--- src/rtl/cmos_in_axi4s_pkg.sv ---
// Shared definitions for the CMOS-in AXI4-Stream coupler front end.
//   state_t      : sequencer states (IDLE=0, LOCK=1, RUN=2, RESYNC=3)
//   MATCH_CNT_W  : width of the frame-match counter (lock depth 1..7)
//   *_idx()      : sideband bit positions above a W-bit pixel in the FIFO word
package cmos_in_axi4s_pkg;

   typedef enum logic [1:0] {
      ST_IDLE   = 2'd0,
      ST_LOCK   = 2'd1,
      ST_RUN    = 2'd2,
      ST_RESYNC = 2'd3
   } state_t;

   localparam int MATCH_CNT_W = 3;

   function automatic int sof_idx(input int w);
      return w;
   endfunction

   function automatic int eol_idx(input int w);
      return w + 1;
   endfunction

   function automatic int field_idx(input int w);
      return w + 2;
   endfunction

endpackage

--- src/rtl/cmos_in_timing_meas.sv ---
// Frame geometry measurement and lock detection.
//   clk, rst      : video clock, asynchronous active-high reset
//   ce            : clock enable, all state advances only when 1
//   vsync, de     : raw frame sync (polarity set by C_VSYNC_POL) and data enable
//   vs_rise       : frame-start strobe for this CE cycle (combinational)
//   lock_next     : lock status as it will be after this cycle's update
//   locked        : registered lock status
//   frame_width   : active pixels per line of the last measured frame
//   frame_height  : active lines of the last measured frame
module cmos_in_timing_meas
   import cmos_in_axi4s_pkg::*;
#(
   parameter int unsigned C_HCNT_WIDTH  = 12,
   parameter int unsigned C_VCNT_WIDTH  = 12,
   parameter int unsigned C_LOCK_FRAMES = 2,
   parameter int unsigned C_VSYNC_POL   = 1
) (
   input  logic                    clk,
   input  logic                    rst,
   input  logic                    ce,
   input  logic                    vsync,
   input  logic                    de,
   output logic                    vs_rise,
   output logic                    lock_next,
   output logic                    locked,
   output logic [C_HCNT_WIDTH-1:0] frame_width,
   output logic [C_VCNT_WIDTH-1:0] frame_height
);

   localparam logic [MATCH_CNT_W-1:0]  LOCK_TARGET = MATCH_CNT_W'(C_LOCK_FRAMES);
   localparam logic [C_HCNT_WIDTH-1:0] H_MAX       = '1;
   localparam logic [C_HCNT_WIDTH-1:0] H_MAX_M1    = {{(C_HCNT_WIDTH-1){1'b1}}, 1'b0};
   localparam logic [C_VCNT_WIDTH-1:0] V_MAX       = '1;

   logic                    vs_prev_reg;
   logic                    de_prev_reg;
   logic [C_HCNT_WIDTH-1:0] hcnt_reg;
   logic [C_VCNT_WIDTH-1:0] vcnt_reg;
   logic [C_HCNT_WIDTH-1:0] first_w_reg;
   logic                    mismatch_reg;
   logic [MATCH_CNT_W-1:0]  match_cnt_reg;
   logic [MATCH_CNT_W-1:0]  match_cnt_next;
   logic                    locked_reg;
   logic [C_HCNT_WIDTH-1:0] frame_width_reg;
   logic [C_VCNT_WIDTH-1:0] frame_height_reg;
   logic                    vsync_act;
   logic                    frame_ok;

   assign vsync_act = (C_VSYNC_POL != 0) ? vsync : ~vsync;
   assign vs_rise   = ce & vsync_act & ~vs_prev_reg;

   // A frame counts towards lock only if every line matched the first one and
   // the geometry is non-empty and identical to the previous frame.
   assign frame_ok = ~mismatch_reg && (first_w_reg != '0) && (vcnt_reg != '0) &&
                     (first_w_reg == frame_width_reg) && (vcnt_reg == frame_height_reg);

   always_comb begin
      match_cnt_next = match_cnt_reg;
      if (vs_rise) begin
         if (!frame_ok)
            match_cnt_next = '0;
         else if (match_cnt_reg != LOCK_TARGET)
            match_cnt_next = match_cnt_reg + 1'b1;
      end
   end

   assign lock_next = (match_cnt_next == LOCK_TARGET);

   always_ff @(posedge clk or posedge rst) begin
      if (rst) begin
         vs_prev_reg      <= 1'b0;
         de_prev_reg      <= 1'b0;
         hcnt_reg         <= '0;
         vcnt_reg         <= '0;
         first_w_reg      <= '0;
         mismatch_reg     <= 1'b0;
         match_cnt_reg    <= '0;
         locked_reg       <= 1'b0;
         frame_width_reg  <= '0;
         frame_height_reg <= '0;
      end else if (ce) begin
         vs_prev_reg   <= vsync_act;
         de_prev_reg   <= de;
         match_cnt_reg <= match_cnt_next;
         locked_reg    <= lock_next;
         if (vs_rise) begin
            frame_width_reg  <= first_w_reg;
            frame_height_reg <= vcnt_reg;
            hcnt_reg         <= '0;
            vcnt_reg         <= '0;
            first_w_reg      <= '0;
            mismatch_reg     <= 1'b0;
         end else if (de) begin
            if (hcnt_reg != H_MAX)
               hcnt_reg <= hcnt_reg + 1'b1;
            // Reaching the counter ceiling means the width is not measurable.
            if (hcnt_reg >= H_MAX_M1)
               mismatch_reg <= 1'b1;
         end else if (de_prev_reg) begin
            // End of line: the first line of a frame is the reference width.
            hcnt_reg <= '0;
            if (vcnt_reg != V_MAX)
               vcnt_reg <= vcnt_reg + 1'b1;
            else
               mismatch_reg <= 1'b1;
            if (vcnt_reg == '0)
               first_w_reg <= hcnt_reg;
            else if (hcnt_reg != first_w_reg)
               mismatch_reg <= 1'b1;
         end
      end
   end

   assign locked       = locked_reg;
   assign frame_width  = frame_width_reg;
   assign frame_height = frame_height_reg;

endmodule

--- src/rtl/cmos_in_axi4s_sync_ctrl.sv ---
// Sequences the CMOS-in coupler FIFO write port from the native video side.
//   VID_IN_CLK, VID_RESET   : video clock, asynchronous active-high reset
//   VID_CE                  : clock enable
//   VID_VSYNC, VID_ACTIVE_VIDEO, VID_DATA : native video timing and pixels
//   ENABLE                  : software run request
//   FIFO_OVERFLOW           : coupler overflow, forces a resync
//   OVERFLOW_CLR            : clears OVERFLOW_STICKY
//   FIFO_WR_DATA/FIFO_WR_EN : {FIELD,EOL,SOF,pixel} write port (WR_EN held between CE cycles)
//   LOCKED, FRAME_WIDTH, FRAME_HEIGHT, OVERFLOW_STICKY : status
module cmos_in_axi4s_sync_ctrl
   import cmos_in_axi4s_pkg::*;
#(
   parameter int unsigned C_NATIVE_DATA_WIDTH = 24,
   parameter int unsigned C_HCNT_WIDTH        = 12,
   parameter int unsigned C_VCNT_WIDTH        = 12,
   parameter int unsigned C_LOCK_FRAMES       = 2,
   parameter int unsigned C_VSYNC_POL         = 1
) (
   input  logic                             VID_IN_CLK,
   input  logic                             VID_RESET,
   input  logic                             VID_CE,
   input  logic                             VID_VSYNC,
   input  logic                             VID_ACTIVE_VIDEO,
   input  logic [C_NATIVE_DATA_WIDTH-1:0]   VID_DATA,
   input  logic                             ENABLE,
   input  logic                             FIFO_OVERFLOW,
   input  logic                             OVERFLOW_CLR,
   output logic [C_NATIVE_DATA_WIDTH+2:0]   FIFO_WR_DATA,
   output logic                             FIFO_WR_EN,
   output logic                             LOCKED,
   output logic [C_HCNT_WIDTH-1:0]          FRAME_WIDTH,
   output logic [C_VCNT_WIDTH-1:0]          FRAME_HEIGHT,
   output logic                             OVERFLOW_STICKY
);

   localparam int W         = int'(C_NATIVE_DATA_WIDTH);
   localparam int SOF_IDX   = sof_idx(W);
   localparam int EOL_IDX   = eol_idx(W);
   localparam int FIELD_IDX = field_idx(W);

   state_t           state_reg;
   logic             vs_rise;
   logic             lock_next;
   logic             de_d1_reg;
   logic [W-1:0]     data_d1_reg;
   logic             sof_flag_reg;
   logic             wr_en_reg;
   logic [W+2:0]     wr_data_reg;
   logic             wr_en_next;
   logic [W+2:0]     wr_word_next;
   logic             sticky_reg;

   cmos_in_timing_meas #(
      .C_HCNT_WIDTH  (C_HCNT_WIDTH),
      .C_VCNT_WIDTH  (C_VCNT_WIDTH),
      .C_LOCK_FRAMES (C_LOCK_FRAMES),
      .C_VSYNC_POL   (C_VSYNC_POL)
   ) u_meas (
      .clk          (VID_IN_CLK),
      .rst          (VID_RESET),
      .ce           (VID_CE),
      .vsync        (VID_VSYNC),
      .de           (VID_ACTIVE_VIDEO),
      .vs_rise      (vs_rise),
      .lock_next    (lock_next),
      .locked       (LOCKED),
      .frame_width  (FRAME_WIDTH),
      .frame_height (FRAME_HEIGHT)
   );

   // Sequencer. Lock decisions at vs_rise use the lock status updated by that
   // same frame boundary. Outside RUN a software stop takes effect at once;
   // inside RUN the current frame is always allowed to complete.
   always_ff @(posedge VID_IN_CLK or posedge VID_RESET) begin
      if (VID_RESET) begin
         state_reg <= ST_IDLE;
      end else if (VID_CE) begin
         case (state_reg)
            ST_IDLE: begin
               if (ENABLE)
                  state_reg <= ST_LOCK;
            end
            ST_LOCK: begin
               if (!ENABLE)
                  state_reg <= ST_IDLE;
               else if (vs_rise && lock_next)
                  state_reg <= ST_RUN;
            end
            ST_RUN: begin
               if (FIFO_OVERFLOW)
                  state_reg <= ST_RESYNC;
               else if (vs_rise) begin
                  if (!lock_next)
                     state_reg <= ST_LOCK;
                  else if (!ENABLE)
                     state_reg <= ST_IDLE;
               end
            end
            ST_RESYNC: begin
               if (!ENABLE)
                  state_reg <= ST_IDLE;
               else if (vs_rise)
                  state_reg <= lock_next ? ST_RUN : ST_LOCK;
            end
            default: state_reg <= ST_IDLE;
         endcase
      end
   end

   // Stage 2 looks at the live DE to see that the stage-1 pixel ends its line.
   assign wr_en_next = de_d1_reg & (state_reg == ST_RUN);

   always_comb begin
      wr_word_next            = '0;
      wr_word_next[W-1:0]     = data_d1_reg;
      wr_word_next[SOF_IDX]   = de_d1_reg & sof_flag_reg;
      wr_word_next[EOL_IDX]   = de_d1_reg & ~VID_ACTIVE_VIDEO;
      wr_word_next[FIELD_IDX] = 1'b0;
   end

   always_ff @(posedge VID_IN_CLK or posedge VID_RESET) begin
      if (VID_RESET) begin
         de_d1_reg    <= 1'b0;
         data_d1_reg  <= '0;
         sof_flag_reg <= 1'b0;
         wr_en_reg    <= 1'b0;
         wr_data_reg  <= '0;
      end else if (VID_CE) begin
         de_d1_reg   <= VID_ACTIVE_VIDEO;
         data_d1_reg <= VID_DATA;
         wr_en_reg   <= wr_en_next;
         wr_data_reg <= wr_word_next;
         // Armed at every frame start, consumed by the first pixel written.
         if (vs_rise)
            sof_flag_reg <= 1'b1;
         else if (wr_en_next)
            sof_flag_reg <= 1'b0;
      end
   end

   always_ff @(posedge VID_IN_CLK or posedge VID_RESET) begin
      if (VID_RESET)
         sticky_reg <= 1'b0;
      else if (VID_CE) begin
         if (FIFO_OVERFLOW)
            sticky_reg <= 1'b1;
         else if (OVERFLOW_CLR)
            sticky_reg <= 1'b0;
      end
   end

   assign FIFO_WR_EN      = wr_en_reg;
   assign FIFO_WR_DATA    = wr_data_reg;
   assign OVERFLOW_STICKY = sticky_reg;

endmodule

--- config.mk ---
export PLATFORM = sky130hd
export DESIGN_NAME = cmos_in_axi4s_sync_ctrl
export DESIGN_NICKNAME = d
export VERILOG_FILES = /design/src/rtl/cmos_in_axi4s_pkg.sv /design/src/rtl/cmos_in_timing_meas.sv /design/src/rtl/cmos_in_axi4s_sync_ctrl.sv
export SDC_FILE = /design/constraint.sdc
export NUM_CORES = 1
export LEC_CHECK = 0
export ABC_AREA = 1
export CAP_MARGIN = 5
export CORE_MARGIN = 8
export CORE_UTILIZATION = 51
export CTS_CLUSTER_SIZE = 28
export DETAILED_ROUTE_END_ITERATION = 7
export DONT_BUFFER_PORTS = 1
export PLACE_DENSITY = 0.74
export REMOVE_ABC_BUFFERS = 1
export SLEW_MARGIN = 0
export SYNTH_ARGS = -nofsm -noshare
export SYNTH_HDL_FRONTEND = slang
export SYNTH_HIERARCHICAL = 1
export SYNTH_SLANG_ARGS = --single-unit
--- constraint.sdc ---
create_clock -name VID_IN_CLK -period 2.4 [get_ports VID_IN_CLK]
set_input_delay 0.24 -clock VID_IN_CLK [delete_from_list [all_inputs] [get_ports VID_IN_CLK]]
set_output_delay 0.24 -clock VID_IN_CLK [all_outputs]
set_load 0.02 [all_outputs]
### Word level (Yosys, flattened, before mapping)

Cells that the tools add are included.

| storage, ports and cells | value |
|---|---|
| register bits | 122 |
| output and inout bits | 54 |

| operators by class | value |
|---|---|
| add/sub/neg operators | 3 |
| $lt $le $gt $ge | 1 |
| equality and inequality tests | 18 |
| mux-type cells | 37 |
| bitwise operators | 8 |
| reductions and logical operators | 23 |

Operator list:

| operator | number |
|---|---|
| 12-bit 2-to-1 mux | 12 |
| 12-bit by 1-bit adder with 12-bit output, second input constant | 2 |
| 12-bit == test | 2 |
| 12-bit inequality test, second input constant | 2 |
| 12-bit nonzero test | 2 |
| 2-bit 2-to-1 mux | 10 |
| 12-bit >= comparator, second input constant | 1 |
| 12-bit zero test | 1 |
| 12-bit inequality test | 1 |
| 1-bit 2-to-1 mux | 11 |
| 2-bit nonzero test | 5 |
| 3-bit 2-to-1 mux | 3 |
| 3-bit inequality test, second input constant | 3 |
| 2-bit case mux with 4 select lines | 1 |
| 4-bit AND reduction | 2 |
| 3-bit by 1-bit inequality test with 1-bit output, second input constant | 2 |
| 2-bit AND reduction | 3 |
| 3-bit AND reduction | 2 |
| 6-bit AND reduction | 1 |
| 1-bit AND | 5 |
| 1-bit logical AND | 5 |
| 2-bit == test, second input constant | 2 |
| 4-bit inequality test, second input constant | 1 |
| 3-bit by 1-bit adder with 3-bit output, second input constant | 1 |
| other kinds (8) | 10 |

### Depth between registers and ports, before layout

Gate-level depths: netlist of the first run.

| depth | value |
|---|---|
| depth in word-level cells | 12 |
| depth in mapped cells | 18 |
| gate-level depth less buffers | 18 |

### Cells and area by module

The synthesis of the first run kept the hierarchy.

Modules (own cells, without submodules):

| module | times used | cells each | area each (um2) | seq. area each (um2) |
|---|---|---|---|---|
| cmos_in_timing_meas | 1 | 474 | 3744.8 | 1676.6 |
| cmos_in_axi4s_sync_ctrl | 1 | 238 | 2210.9 | 1401.3 |

### Worst setup path before layout of the first run

No wires, ideal clock.

| timing path | value |
|---|---|
| path kind | register -> register |
| start point | register u_meas.vcnt_reg[0] |
| end point | register state_reg[0] |
| setup time | 0.118 ns |
| arrival | 1.635 ns |
| slack | 0.647 ns |
| stages on the path, launching flop included | 14 |
| buffers on the path | 0 |
| clock period less this slack | 1.753 ns |
| cells stage by stage | dfrtp_1 inv_1 ha_1 nand4_1 nor2_1 nor2_1 nand3_1 nand2_1 nand4_1 inv_1 o21ai_0 nand2_1 nand4_1 nand2_1 |

| between the ends | value |
|---|---|
| word-level cells in the longest chain between the ends | 11 |
| elaborated cells on any way between the ends | 19 |

RTL lines:

| element | line | text |
|---|---|---|
| start, declared | cmos_in_timing_meas.sv:38 | `logic [C_VCNT_WIDTH-1:0] vcnt_reg;` |
| start signal, assigned | cmos_in_timing_meas.sv:103 | `vcnt_reg <= vcnt_reg + 1'b1;` |
| 12-bit nonzero test | cmos_in_timing_meas.sv:54 | `assign frame_ok = ~mismatch_reg && (first_w_reg != '0) && (vcnt_reg != '0) &&` |
| 1-bit logical AND (2 in a row) | cmos_in_timing_meas.sv:54 |  |
| 1-bit logical AND (*) | cmos_in_timing_meas.sv:55 | `(first_w_reg == frame_width_reg) && (vcnt_reg == frame_height_reg);` |
| 3-bit 2-to-1 mux (*) | cmos_in_timing_meas.sv:60 | `if (!frame_ok)` |
| 3-bit 2-to-1 mux (*) | cmos_in_timing_meas.sv:59 | `if (vs_rise) begin` |
| 3-bit by 2-bit == test with 1-bit output (*) | cmos_in_timing_meas.sv:67 | `assign lock_next = (match_cnt_next == LOCK_TARGET);` |
| via lock_next | cmos_in_axi4s_sync_ctrl.sv:43 | `logic lock_next;` |
| 2-bit 2-to-1 mux (on tied branches) | cmos_in_axi4s_sync_ctrl.sv:103, cmos_in_axi4s_sync_ctrl.sv:93 |  |
| 2-bit 2-to-1 mux (on tied branches) | cmos_in_axi4s_sync_ctrl.sv:102, cmos_in_axi4s_sync_ctrl.sv:92 |  |
| 2-bit 2-to-1 mux (on tied branches) | cmos_in_axi4s_sync_ctrl.sv:100, cmos_in_axi4s_sync_ctrl.sv:90 |  |
| 2-bit case mux with 4 select lines | cmos_in_axi4s_sync_ctrl.sv:78 | `case (state_reg)` |
| end signal, assigned | cmos_in_axi4s_sync_ctrl.sv:103 | `state_reg <= lock_next ? ST_RUN : ST_LOCK;` |
| end, declared | cmos_in_axi4s_sync_ctrl.sv:41 | `state_t state_reg;` |

Mark *: on every way through the listed nets, which the timed path passes. The rest lies on a longest branch. The select of a mux whose other input is x is not followed.
A chain may end at the register's enable or synchronous reset.

### Worst setup path in the final report of the first run

Ends and elaborated chain as after synthesis.

==> summary.md, run 1 <==
The first routing iteration left 474 violations. The cell row count is 39, and the width of the die is 124 um. CTS built an H-tree with a depth of 4. The tools report the library cell used as clock root buffer as clkbuf_16.

The period utilization came out at 88.1%. Hold timing on the final database bottoms out at a slack of 0.0490 ns. The run gives 0.645 mV as the maximum vdd drop. For the final routed database, the setup TNS stands at 0 ns.

Detailed placement finished with a half-perimeter wire length of 9800 um. Sequential elements use 51.7% of the synthesized area. The initial core utilization came out at 52.2%. Of the cells placed in the final design, the portion with a size suffix greater than 1 is 10.4%. The growth of design area from synthesis to finish is 17.8%, and the fill cell instance count of the final layout is 914. The total DRC errors in the routed layout is 0. The power spent charging and discharging nets came out at 1860 uW.

STA classifies the critical path startpoint as a flip-flop. The full die area is 0.0154 sq mm, and the number of antenna violations at the first check in global routing is 0. The critical path endpoint category was a flip-flop. The pre-antenna-repair detailed-routing pass consisted of 5 iterations. The average wire per standard cell was 16.3 um; the final-stage net count was 784. The register bit count reported by yosys is 123. The class of the worst hold path was in -> reg.

Detailed routing inserted a total of 4871 vias. Routability-driven placement finished with a final weighted congestion of 0.922. After synthesis, the netlist uses 44 different library cells. The type of the setup path with the least slack was reg -> reg. The final count of hold timing violations was 0. The origin of the critical flop-to-flop path is u_meas/vcnt_reg[0]$_DFFE_PP0P_.

In this run the static leakage power is 0.00328 uW. Setup violations remaining at the end of the flow were counted as 0. Largest clock skew in the final design: 0.00536 ns. For the pin count of the biggest net entering global routing, the log shows 58. The number of buffers inserted by port buffering came out at 0.

For the headroom to the max-slew limit, the log shows 43.1%. The switching part of the total is 30.2%, and the number of max-capacitance violations reported is 0. After detailed placement, the design holds a cell count of 836. The die is 124 um tall.

The critical path starts at u_meas/vcnt_reg[0]$_DFFE_PP0P_. The run gives 0.42 ns as the latest clock arrival within the worst-skew pair. For this design, the sink count on the clock tree is 123. TritonCTS built the clock tree. The maximum operating frequency was 473 MHz; the worst-path maximum fanout was 5.

The tools report the critical path data required time as 2.76 ns. The worst path arrival time is 2.47 ns, and the post-CTS clock slew at the launch and capture registers of the worst setup and hold paths is 0.06 ns. The total routed wirelength was 14700 um; the via count of the first global-routing pass was 4850.

The post-detailed-route count of antenna-violating nets came out at 0. Setup repair after global routing left no endpoint under its margin. The tools report the core region area as 0.0114 sq mm.

For the finished layout, the period the worst path requires is 2.11 ns. For the pin with the worst max-slew slack, the measured transition is 0.852 ns. 0 antenna diodes ended up in the layout.

The non-filler instance count after layout is 901. The total overflow reported by the global router was 0. The flow ran to the end, and the final reports show no timing, DRC or antenna violations.

The hold path startpoint is VID_CE. The longest clock path from root to sink contains 2 buffers. After synthesis the cells add up to 0.00596 sq mm. The global router's overall resource usage was 20.0%. The total power per unit cell area works out to 878 mW/mm^2. Internal power comes to 4300 uW.

The power share of the sequential group was 42.9%. During I/O placement, the number of pins put on the boundary was 86. The total of warnings raised by yosys is 6. TritonCTS created 17 clock buffers. The share of total power dissipated in the clock network is 42.4%. After detailed routing, the number of vias per cell comes to 5.41.

The share of total power dissipated in combinational logic is 14.7%. Synthesis produced a netlist whose cell count is 712. The flip-flop count of the largest register after layout is 26, and the synthesized area divided by synthesized cell count is 8.36 sq um. The first global-routing pass estimated 24100 um of wire.

The final max-slew violation count was 0.
## cells by family after synthesis
group           after synthesis  share of synthesized area, %
simple gates                286                          20.9
compound gates              142                          13.5
buf+inv                     128                          8.68
flops                       123                          51.7
xor+xnor                     25                          3.68
fa+ha+maj                     6                          1.26
other cells                   1                        0.0630
mux                           1                         0.168
## layout by cell type, fill, tap and decap left out, drive strengths merged, types with 10 or more instances in the layout
cell type / netlist / layout
a21oi: 16 / 16
dfrtp: 123 / 123
nor2: 44 / 44
xnor2: 15 / 15
xor2: 10 / 10
o22ai: 12 / 12
nand4: 13 / 13
nand3: 24 / 24
nand2: 188 / 188
o21ai: 106 / 106
dlygate4sd3: 0 / 31
clkbuf: 7 / 18
inv: 105 / 107
## worst paths after layout
path	endpoint	slack [ns]	cells past startpoint
worst min-delay path	u_meas/locked$_DFFE_PP0P_	0.05	2
min in group asynchronous	u_meas/vs_prev_reg$_DFFE_PP0P_	0.39	2
worst min register to register	de_d1_reg$_DFFE_PP0P_	0.47	2
max in group asynchronous	data_d1_reg[12]$_DFFE_PP0P_	1.18	3
worst max register to register	state_reg[0]$_DFFE_PP0P_	0.29	14
worst max-delay path	state_reg[0]$_DFFE_PP0P_	0.29	14
## cells in the mapped netlist, drive strengths merged
| master | instances | share of area (%) |
|---|---|---|
| nand2 | 188 | 12 |
| dfrtp | 123 | 52 |
| o21ai | 106 | 9.2 |
| inv | 105 | 6.7 |
| nor2 | 44 | 3.2 |
| nand3 | 24 | 2.5 |
| a21oi | 16 | 1.7 |
| buf | 16 | 1.5 |
| xnor2 | 15 | 2.2 |
| nand4 | 13 | 1.4 |
| o22ai | 12 | 1.3 |
| xor2 | 10 | 1.5 |
| clkbuf | 7 | 0.48 |
| nor3 | 7 | 0.67 |
| nor4 | 7 | 0.74 |
| ha | 6 | 1.3 |
| o31ai | 5 | 0.95 |
| a21o | 1 | 0.13 |
| and2 | 1 | 0.11 |
| and3 | 1 | 0.11 |
| conb | 1 | 0.063 |
| mux2i | 1 | 0.17 |
| o21a | 1 | 0.13 |
| o21bai | 1 | 0.13 |
| or2 | 1 | 0.11 |
## final cells by class
type	count	area [sq um]	area share [%]
Clock buffer	18	439	6.26
Clock inverter	13	169	2.41
Inverter	105	397	5.65
Multi-Input combinational cell	461	2360	33.7
Sequential cell	123	3080	43.9
Tap cell	143	179	2.55
Timing Repair Buffer	38	388	5.53
## worst max-delay path, cell delays in order, from the launching register on
cell,delay [ns]
dfrtp_1,0.42
inv_1,0.16
ha_1,0.17
nand4_1,0.12
nor2_1,0.20
nor2_1,0.07
nand3_1,0.12
nand2_1,0.10
nand4_1,0.14
inv_2,0.05
o21ai_0,0.14
nand2_1,0.12
nand3_2,0.10
nand2_1,0.06
nand2_1,0.07
## what timing repair did
item	CTS	global route
buffers inserted	0	2
hold buffers	32	0
setup endpoints to repair	0	2
endpoints found under the hold margin	100	0
resized for setup	0	6
## power groups by stage
stage          Sequential, uW  Clock (uW)  Combinational (uW)
2_1_floorplan            2600           0                 651
3_3_place_gp             2660           0                 784
3_5_place_dp             2670           0                 826
4_1_cts                  2640        2650                 900
5_1_grt                  2670        2760                1050
6_report                 2640        2610                 903
## through the flow
step                      util (%)  setup WS (ns)  area, sq um  power, uW
after floorplan                  -          0.340         5840       3250
final                         61.4          0.286         7020       6160
after CTS                     61.3          0.273         7000       6190
after detailed placement      53.0          0.282         6060       3500
after global placement        53.0          0.369         6060       3440
after global routing          61.4        0.00299         7020       6480
## routing by layer
layer / wire length (um) / GRT usage (%)
met4: 235 / 7.96
met3: 1400 / 6.57
met1: 6270 / 25.2
met2: 6800 / 31.3
met5: 0 / 0
Power figures use the tool's default switching activity.
==> run 2, diff against run 1 <==
--- a/config.mk
+++ b/config.mk
@@ -7,12 +7,14 @@
 export LEC_CHECK = 0
 export ABC_AREA = 1
 export CAP_MARGIN = 5
+export CELL_PAD_IN_SITES_DETAIL_PLACEMENT = 1
+export CELL_PAD_IN_SITES_GLOBAL_PLACEMENT = 1
 export CORE_MARGIN = 8
-export CORE_UTILIZATION = 51
+export CORE_UTILIZATION = 47
 export CTS_CLUSTER_SIZE = 28
 export DETAILED_ROUTE_END_ITERATION = 7
 export DONT_BUFFER_PORTS = 1
-export PLACE_DENSITY = 0.74
+export PLACE_DENSITY = 0.87
 export REMOVE_ABC_BUFFERS = 1
 export SLEW_MARGIN = 0
 export SYNTH_ARGS = -nofsm -noshare
==> run 2 against run 1 <==
Combinational power increased by 7.9%; sequential share of layout area up 0.078 points; fmax down 4.9%; critical endpoint unchanged; utilization down 5.6 points; critical path depth up 3; power is 0.12% lower.
==> summary.md, run 2 (synthesis gave the netlist of run 1 again) <==
The logs give 0.902 (-2.2%) for the global placer's final weighted congestion and 782 (-0.26%) for the final-stage net count. In the layout the commonest cells are 182 x nand2_1, 123 x dfrtp_1, 97 x inv_1. For hold timing, the worst endpoint is data_d1_reg[19]$_DFFE_PP0P_.

The family with the most delay on the worst path was simple AND/OR/NAND/NOR gates. The tools report the total overflow reported by the global router as 0 (unchanged). Type of the setup path with the least slack: reg -> reg. The cell depth of the worst min-delay path is 2 (unchanged), and the final total negative setup slack is 0 ns (unchanged). Number of setup violations in the final report: 0 (unchanged). The critical path data required time was 2.70 ns (-0.06 ns).

In this run the clock root is driven by a clkbuf_16. The delay of the slowest critical-path stage is 0.52 ns (+0.10 ns), and the total vias in the final route is 5129 (+5.3%). The initial core utilization is 47.6% (-4.6 points), and the post-detailed-route count of antenna-violating nets is 0 (unchanged). The growth of design area from synthesis to finish is 17.4%, and the largest clock skew in the final design is 0.00761 ns (+0.00225 ns). The run gives 0.532 mV (-18%) as the maximum vdd drop. For the full die area, the log shows 0.0165 sq mm (+7.4%). The non-filler instance count after layout was 929 (+3.1%); the wire length of the first global-routing pass was 30800 um (+28%). For the I/O pin count, the log shows 86 (unchanged). The share of post-route cells with drive strength above 1 is 9.78% (-0.65 points), and the number of buffers and inverters on the critical path is 3 (+1).

The slew at the pin closest to its max-slew limit works out to 0.697 ns (-0.156 ns). The number of buffers inserted by port buffering works out to 0 (unchanged). Post-detailed-route via-to-cell ratio: 5.52 (+2.1%). The worst register-to-register path ends at state_reg[0]$_DFFE_PP0P_.

The detailed placement HPWL is 11800 um (+20%), and the global router's overall resource usage is 24.0% (+4.0 points). The width of the die is 129 um (+3.6%). Setup repair after global routing left no endpoint under its margin. The level count of the clock H-tree was 4 (unchanged); the total DRC errors in the routed layout was 0 (unchanged).

The tools report the number of detailed-route iterations in the first pass as 5 (unchanged). The height of the chip was 129 um (+3.6%). The total routed wirelength was 18700 um (+27%). The run gives 17 (unchanged) as the number of buffers added by the clock tree synthesis step. The depth of the most critical reg-to-reg path was 17 (+3); the post-CTS setup repair buffer count was 0 (unchanged). The tools report the pin count of the biggest net entering global routing as 62 (+6.9%).

TritonCTS built the clock tree. The run gives 0 (unchanged) as the number of max-capacitance violations reported. The cell at the slowest stage of the critical path was dfrtp_1. The total inserted antenna cells was 0 (unchanged). The headroom to the max-slew limit came out at 53.1% (+10 points). The signal on the critical path passes through inv_1 > nand2_1 > nand2_1 > inv_1 > nand2_1 > nor2_1 > nand2_1 > nor2_1 > nand3_1 > nand2_1 > nand4_1 > inv_1 > o21ai_0 > nand2_1 > nand3_2 > nand2_1 > nand2_1.

The latest clock arrival within the worst-skew pair is 0.43 ns (about the same). The average wire per standard cell was 20.1 um (+23%). The tools report the number of gates resized after CTS as 0 (unchanged).

Shortest clock period the worst path allows after layout: 2.22 ns (+0.108 ns). The tools report the startpoint type of the worst setup path as a flip-flop. The final count of hold timing violations was 0 (unchanged).

Cell occurring most often along the worst timing path: nand2_1. The run gives 41 (+5.1%) as the cell row count. The tools report the maximum operating frequency as 450 MHz (-4.9%).

The tools report the final max-slew violation count as 0 (unchanged). The library cell used most frequently in the layout, excluding fill and tap cells, is nand2_1. The tools report the sink count of the clock tree as 123 (unchanged). The run gives 2 (unchanged) as the maximum number of buffers from clock root to sink. The run gives 55.9% (-5.6 points) as the core utilization of the finished layout. The class of the worst hold path is in -> reg. The number of instances in the placed design came out at 869 (+3.9%).

The period utilization was 92.6% (+4.5 points); the worst reg-to-reg setup slack was 0.18 ns (-0.11 ns). The logs give 0.0125 sq mm (+9.6%) for the core region area and 6150 uW (-0.12%) for the overall power consumption. The post-CTS clock slew at the launch and capture registers of the worst setup and hold paths was 0.06 ns (about the same); the number of antenna violations at the first check in global routing was 0 (unchanged).

The worst hold path begins at VID_CE. The tools report the worst path arrival time as 2.52 ns (+0.05 ns). The worst-path maximum fanout works out to 4 (-1).

The flow ran to the end, and the final reports show no timing, DRC or antenna violations. In this run the critical register-to-register path is launched from u_meas/frame_height[3]$_DFFE_PP0P_. The number of hold buffers added after cts was 27 (-16%). Initial DRC count: 378 (-20%). The flip-flop count of the largest register after layout is 26 (unchanged), and the leakage power is 0.00327 uW (-0.32%). Critical path endpoint category: a flip-flop. The total power per unit cell area works out to 879 mW/mm^2 (+0.22%). The via count of the first global-routing pass is 5667 (+17%).
run 2: changes by cell type in the layout (fill, tap and decap cells not counted), moves of 2 or more:
cell           change
dlygate4sd3_1      -4
dfrtp_1            +4
inv_1              +2
clkbuf_1           +2
buf_4              +2
inv_2              -2
dfrtp_2            -4
run 2: worst max path at each step:
| stage | startpoint | to | slack (ns) | depth (start not counted) |
|---|---|---|---|---|
| after CTS | u_meas/frame_height[3]$_DFFE_PP0P_ | state_reg[0]$_DFFE_PP0P_ | 0.15 | 17 |
| after floorplan | u_meas/vs_prev_reg$_DFFE_PP0P_ | state_reg[0]$_DFFE_PP0P_ | 0.34 | 13 |
| after global placement | u_meas/vcnt_reg[0]$_DFFE_PP0P_ | u_meas/vcnt_reg[7]$_DFFE_PP0P_ | 0.37 | 8 |
| after global routing | u_meas/frame_width[11]$_DFFE_PP0P_ | state_reg[0]$_DFFE_PP0P_ | 0.002 | 17 |
| after detailed placement | u_meas/vcnt_reg[0]$_DFFE_PP0P_ | u_meas/vcnt_reg[7]$_DFFE_PP0P_ | 0.24 | 8 |
| final | u_meas/frame_height[3]$_DFFE_PP0P_ | state_reg[0]$_DFFE_PP0P_ | 0.18 | 17 |
run 2: cell type report:
type / instances / area (sq um)
inverters: 105 / 397
clock buffers: 19 / 433
multi-input cells: 461 / 2360
flip-flops and latches: 123 / 3080
fillers: 1485 / 5530
well taps: 172 / 215
clock inverters: 13 / 145
repair buffers: 36 / 363
run 2: power by group:
part           leakage [uW]  internal [uW]  switching, uW
clock              0.000274           1530            991
combinational       0.00139            338            636
sequential          0.00160           2300            354
run 2: through the flow:
stage          cell area (sq um)  hold WS [ns]  setup slack [ns]
6_report                    6990       0.00401             0.177
5_1_grt                     6990        0.0335           0.00213
4_1_cts                     6980     0.0000525             0.152
3_5_place_dp                6120         0.145             0.238
3_3_place_gp                6120         0.140             0.365
2_1_floorplan               5840         0.332             0.340
run 2: routing by layer:
layer	up-vias	track usage, %	part of all wire (%)
met2	162	43.0	52
met3	33	6.54	6.5
li1	2337	-	-
met5	-	0	0
met1	2597	26.5	39
met4	0	9.33	2.1
==> run 3, diff against run 2 <==
--- a/config.mk
+++ b/config.mk
@@ -10,11 +10,11 @@
 export CELL_PAD_IN_SITES_DETAIL_PLACEMENT = 1
 export CELL_PAD_IN_SITES_GLOBAL_PLACEMENT = 1
 export CORE_MARGIN = 8
-export CORE_UTILIZATION = 47
+export CORE_UTILIZATION = 51
 export CTS_CLUSTER_SIZE = 28
 export DETAILED_ROUTE_END_ITERATION = 7
 export DONT_BUFFER_PORTS = 1
-export PLACE_DENSITY = 0.87
+export PLACE_DENSITY = 0.92
 export REMOVE_ABC_BUFFERS = 1
 export SLEW_MARGIN = 0
 export SYNTH_ARGS = -nofsm -noshare
==> constraint.sdc (replaced) <==
create_clock -name VID_IN_CLK -period 2.6 [get_ports VID_IN_CLK]
set_input_delay 0.26 -clock VID_IN_CLK [delete_from_list [all_inputs] [get_ports VID_IN_CLK]]
set_output_delay 0.26 -clock VID_IN_CLK [all_outputs]
set_load 0.02 [all_outputs]
==> run 3 against run 2 <==
The flow now finishes with violations (hold timing); first-iteration DRC count rose by 33%; setup slack improved by 0.095 ns; fmax fell by 4.5%; clock skew rose by 0.0047 ns; sequential cell count did not move; clock power fell by 3%; via count rose by 0.49%; utilization rose by 4.8 points; wire length rose by 4.3%; non-clock buffer count fell by 5; critical path depth fell by 2; global-route usage rose by 3.0 points.
==> summary.md, run 3 (synthesis gave the netlist of run 1 again) <==
The worst path arrival time is 2.63 ns (+0.11 ns), and the total inserted antenna cells is 0 (unchanged). Latest clock arrival within the worst-skew pair: 0.43 ns (about the same). The largest individual stage delay along the critical path comes from the cell dfrtp_1. The via count of the first global-routing pass was 5748 (+1.4%); the period utilization was 89.5% (-3.1 points). Initial core utilization: 52.2% (+4.6 points). Headroom to the max-slew limit: 40.3% (-13 points).

The global placer's final weighted congestion was 0.893 (-0.94%); the core utilization of the finished layout was 60.7% (+4.8 points). The number of buffers inserted by port buffering was 0 (unchanged). The tools report the total DRC errors in the routed layout as 0 (unchanged). The logs give 0 (unchanged) for the total overflow reported by the global router and 0.579 mV (+8.9%) for the maximum vdd drop. Largest clock skew in the final design: 0.0123 ns (+0.00466 ns).

The core region area was 0.0114 sq mm (-8.8%). The most common cell after layout, fill and taps aside is nand2_1. The worst setup path is of the reg -> reg kind.

The worst reg-to-reg setup slack is 0.27 ns (+0.09 ns), and the final total negative setup slack is 0 ns (unchanged). Traced cell by cell, the critical path runs through inv_1 > nand2_1 > nand2_1 > nor2_1 > nand3_1 > nor2_1 > nand3_1 > nand2_1 > nand4_1 > inv_1 > o21ai_0 > nand2_1 > nand3_2 > nand2_1 > nand2_1. TritonCTS built the clock tree. The width of the die was 124 um (-3.5%); the sink count of the clock tree was 123 (unchanged). The run gives 2.90 ns (+0.20 ns) as the critical path data required time.

For the number of max-capacitance violations reported, the log shows 0 (unchanged). In this run the worst hold path is classified as in -> async. The maximum operating frequency is 430 MHz (-4.5%). Counting stages on the worst path, the most repeated cell is nand2_1. For the number of instances in the placed design, the log shows 837 (-3.7%). The post-detailed-route via-to-cell ratio came out at 5.76 (+4.3%). The tools report the final count of hold timing violations as 6 (+6). The run finished, with violations left.

STA classifies the critical path endpoint as a flip-flop. Setup repair after global routing left no endpoint under its margin. Grouping stages by cell kind, the critical path spends the most delay in simple AND/OR/NAND/NOR gates. Delay of the slowest critical-path stage: 0.52 ns (about the same).

The logs give 0 (unchanged) for the post-detailed-route count of antenna-violating nets and 5154 (+0.49%) for the total vias in the final route. The total routed wirelength is 19500 um (+4.3%), and the maximum number of buffers from clock root to sink is 2 (unchanged). The final reports fail on hold timing. The tools report the worst hold slack after final layout as -0.0143 ns (-0.0183 ns). The flip-flop count of the largest register after layout is 26 (unchanged).

The total power per unit cell area came out at 839 mW/mm^2 (-4.6%). The top cell types in the final layout, fill and taps aside, are 182 x nand2_1, 123 x dfrtp_1, 97 x inv_1. The pin count of the biggest net entering global routing was 68 (+9.7%); the post-CTS setup repair buffer count was 0 (unchanged).

For the number of detailed-route iterations in the first pass, the log shows 4 (-1). The detailed placement HPWL is 11900 um (+1.2%), and the average wire per standard cell is 21.8 um (+8.2%). For the global router's overall resource usage, the log shows 27.0% (+3.0 points).

The wire length of the first global-routing pass came out at 31200 um (+1.4%). The library cell used as clock root buffer was clkbuf_16. The startpoint type of the worst setup path was a flip-flop.

The worst path setup slack after routing was 0.272 ns (+0.0949 ns); the number of buffers added by the clock tree synthesis step was 17 (unchanged). The final-stage net count came out at 777 (-0.64%). The growth of design area from synthesis to finish is 16.3%. The run gives 39 (-4.9%) as the cell row count. The share of post-route cells with drive strength above 1 was 9.71% (-0.068 points); the I/O pin count was 86 (unchanged).

The height of the chip is 124 um (-3.5%), and the non-filler instance count after layout is 895 (-3.7%). Final max-slew violation count: 0 (unchanged). The worst setup slack before clock tree synthesis is 0.375 ns (+0.137 ns), and the number of buffers and inverters on the critical path is 2 (-1). The initial DRC count is 504 (+33%).

The worst-path maximum fanout was 4 (unchanged). For the number of antenna violations at the first check in global routing, the log shows 0 (unchanged). The level count of the clock H-tree was 4 (unchanged); the slew at the pin closest to its max-slew limit was 0.895 ns (+0.199 ns).

The post-CTS clock slew at the launch and capture registers of the worst setup and hold paths works out to 0.06 ns (about the same). The number of setup violations in the final report came out at 0 (unchanged). The full die area was 0.0154 sq mm (-6.9%); the shortest clock period the worst path allows after layout was 2.33 ns (+0.105 ns). The leakage power came out at 0.00325 uW (-0.50%).
[run 3: per-stage QoR]
| stage | instance area, sq um | hold slack (ns) | power, uW |
|---|---|---|---|
| after floorplan | 5840 | 0.352 | 3000 |
| final | 6930 | -0.0143 | 5810 |
| after global placement | 6050 | 0.273 | 3180 |
| after CTS | 6930 | 0.00173 | 5800 |
| after detailed placement | 6050 | 0.294 | 3290 |
| after global routing | 6930 | 0.0126 | 6050 |
[run 3: where the power goes]
part	internal, uW	leakage (uW)	switching [uW]	total, uW
clock network	1500	0.000285	960	2460
registers	2120	0.00160	341	2460
logic	306	0.00136	590	897
total	3920	0.00325	1890	5810
[run 3: final timing paths]
| path | cells after the start | start | to |
|---|---|---|---|
| setup / recovery | 15 | u_meas/frame_width[4]$_DFFE_PP0P_ | state_reg[0]$_DFFE_PP0P_ |
| hold / removal | 2 | VID_RESET | u_meas/frame_width[2]$_DFFE_PP0P_ |
| setup reg to reg | 15 | u_meas/frame_width[4]$_DFFE_PP0P_ | state_reg[0]$_DFFE_PP0P_ |
| hold reg to reg | 2 | de_d1_reg$_DFFE_PP0P_ | de_d1_reg$_DFFE_PP0P_ |
| max in group asynchronous | 3 | VID_RESET | FIFO_WR_DATA[14]$_DFFE_PP0P_ |
| min in group VID_IN_CLK | 2 | VID_CE | u_meas/locked$_DFFE_PP0P_ |
[run 3: per-layer routing]
metal  vias up  GRT usage [%]  wire length (um)
li1       2332              -                 -
met1      2586           27.9              7260
met2       180           47.5              9940
met3        56           9.16              1490
met4         0           14.1               775
met5         -              0                 0
[run 3: repair_timing]
action,4_1_cts,5_1_grt
endpoints found under the hold margin,61,0
hold buffers,26,0
resized for setup,0,0
[run 3: area by class of cell]
cell class | count | area [sq um]
clock buffers | 20 | 467
clock inverters | 12 | 139
fillers | 1336 | 4490
inverters | 105 | 397
multi-input cells | 461 | 2360
flip-flops and latches | 123 | 3080
well taps | 143 | 179
repair buffers | 31 | 308
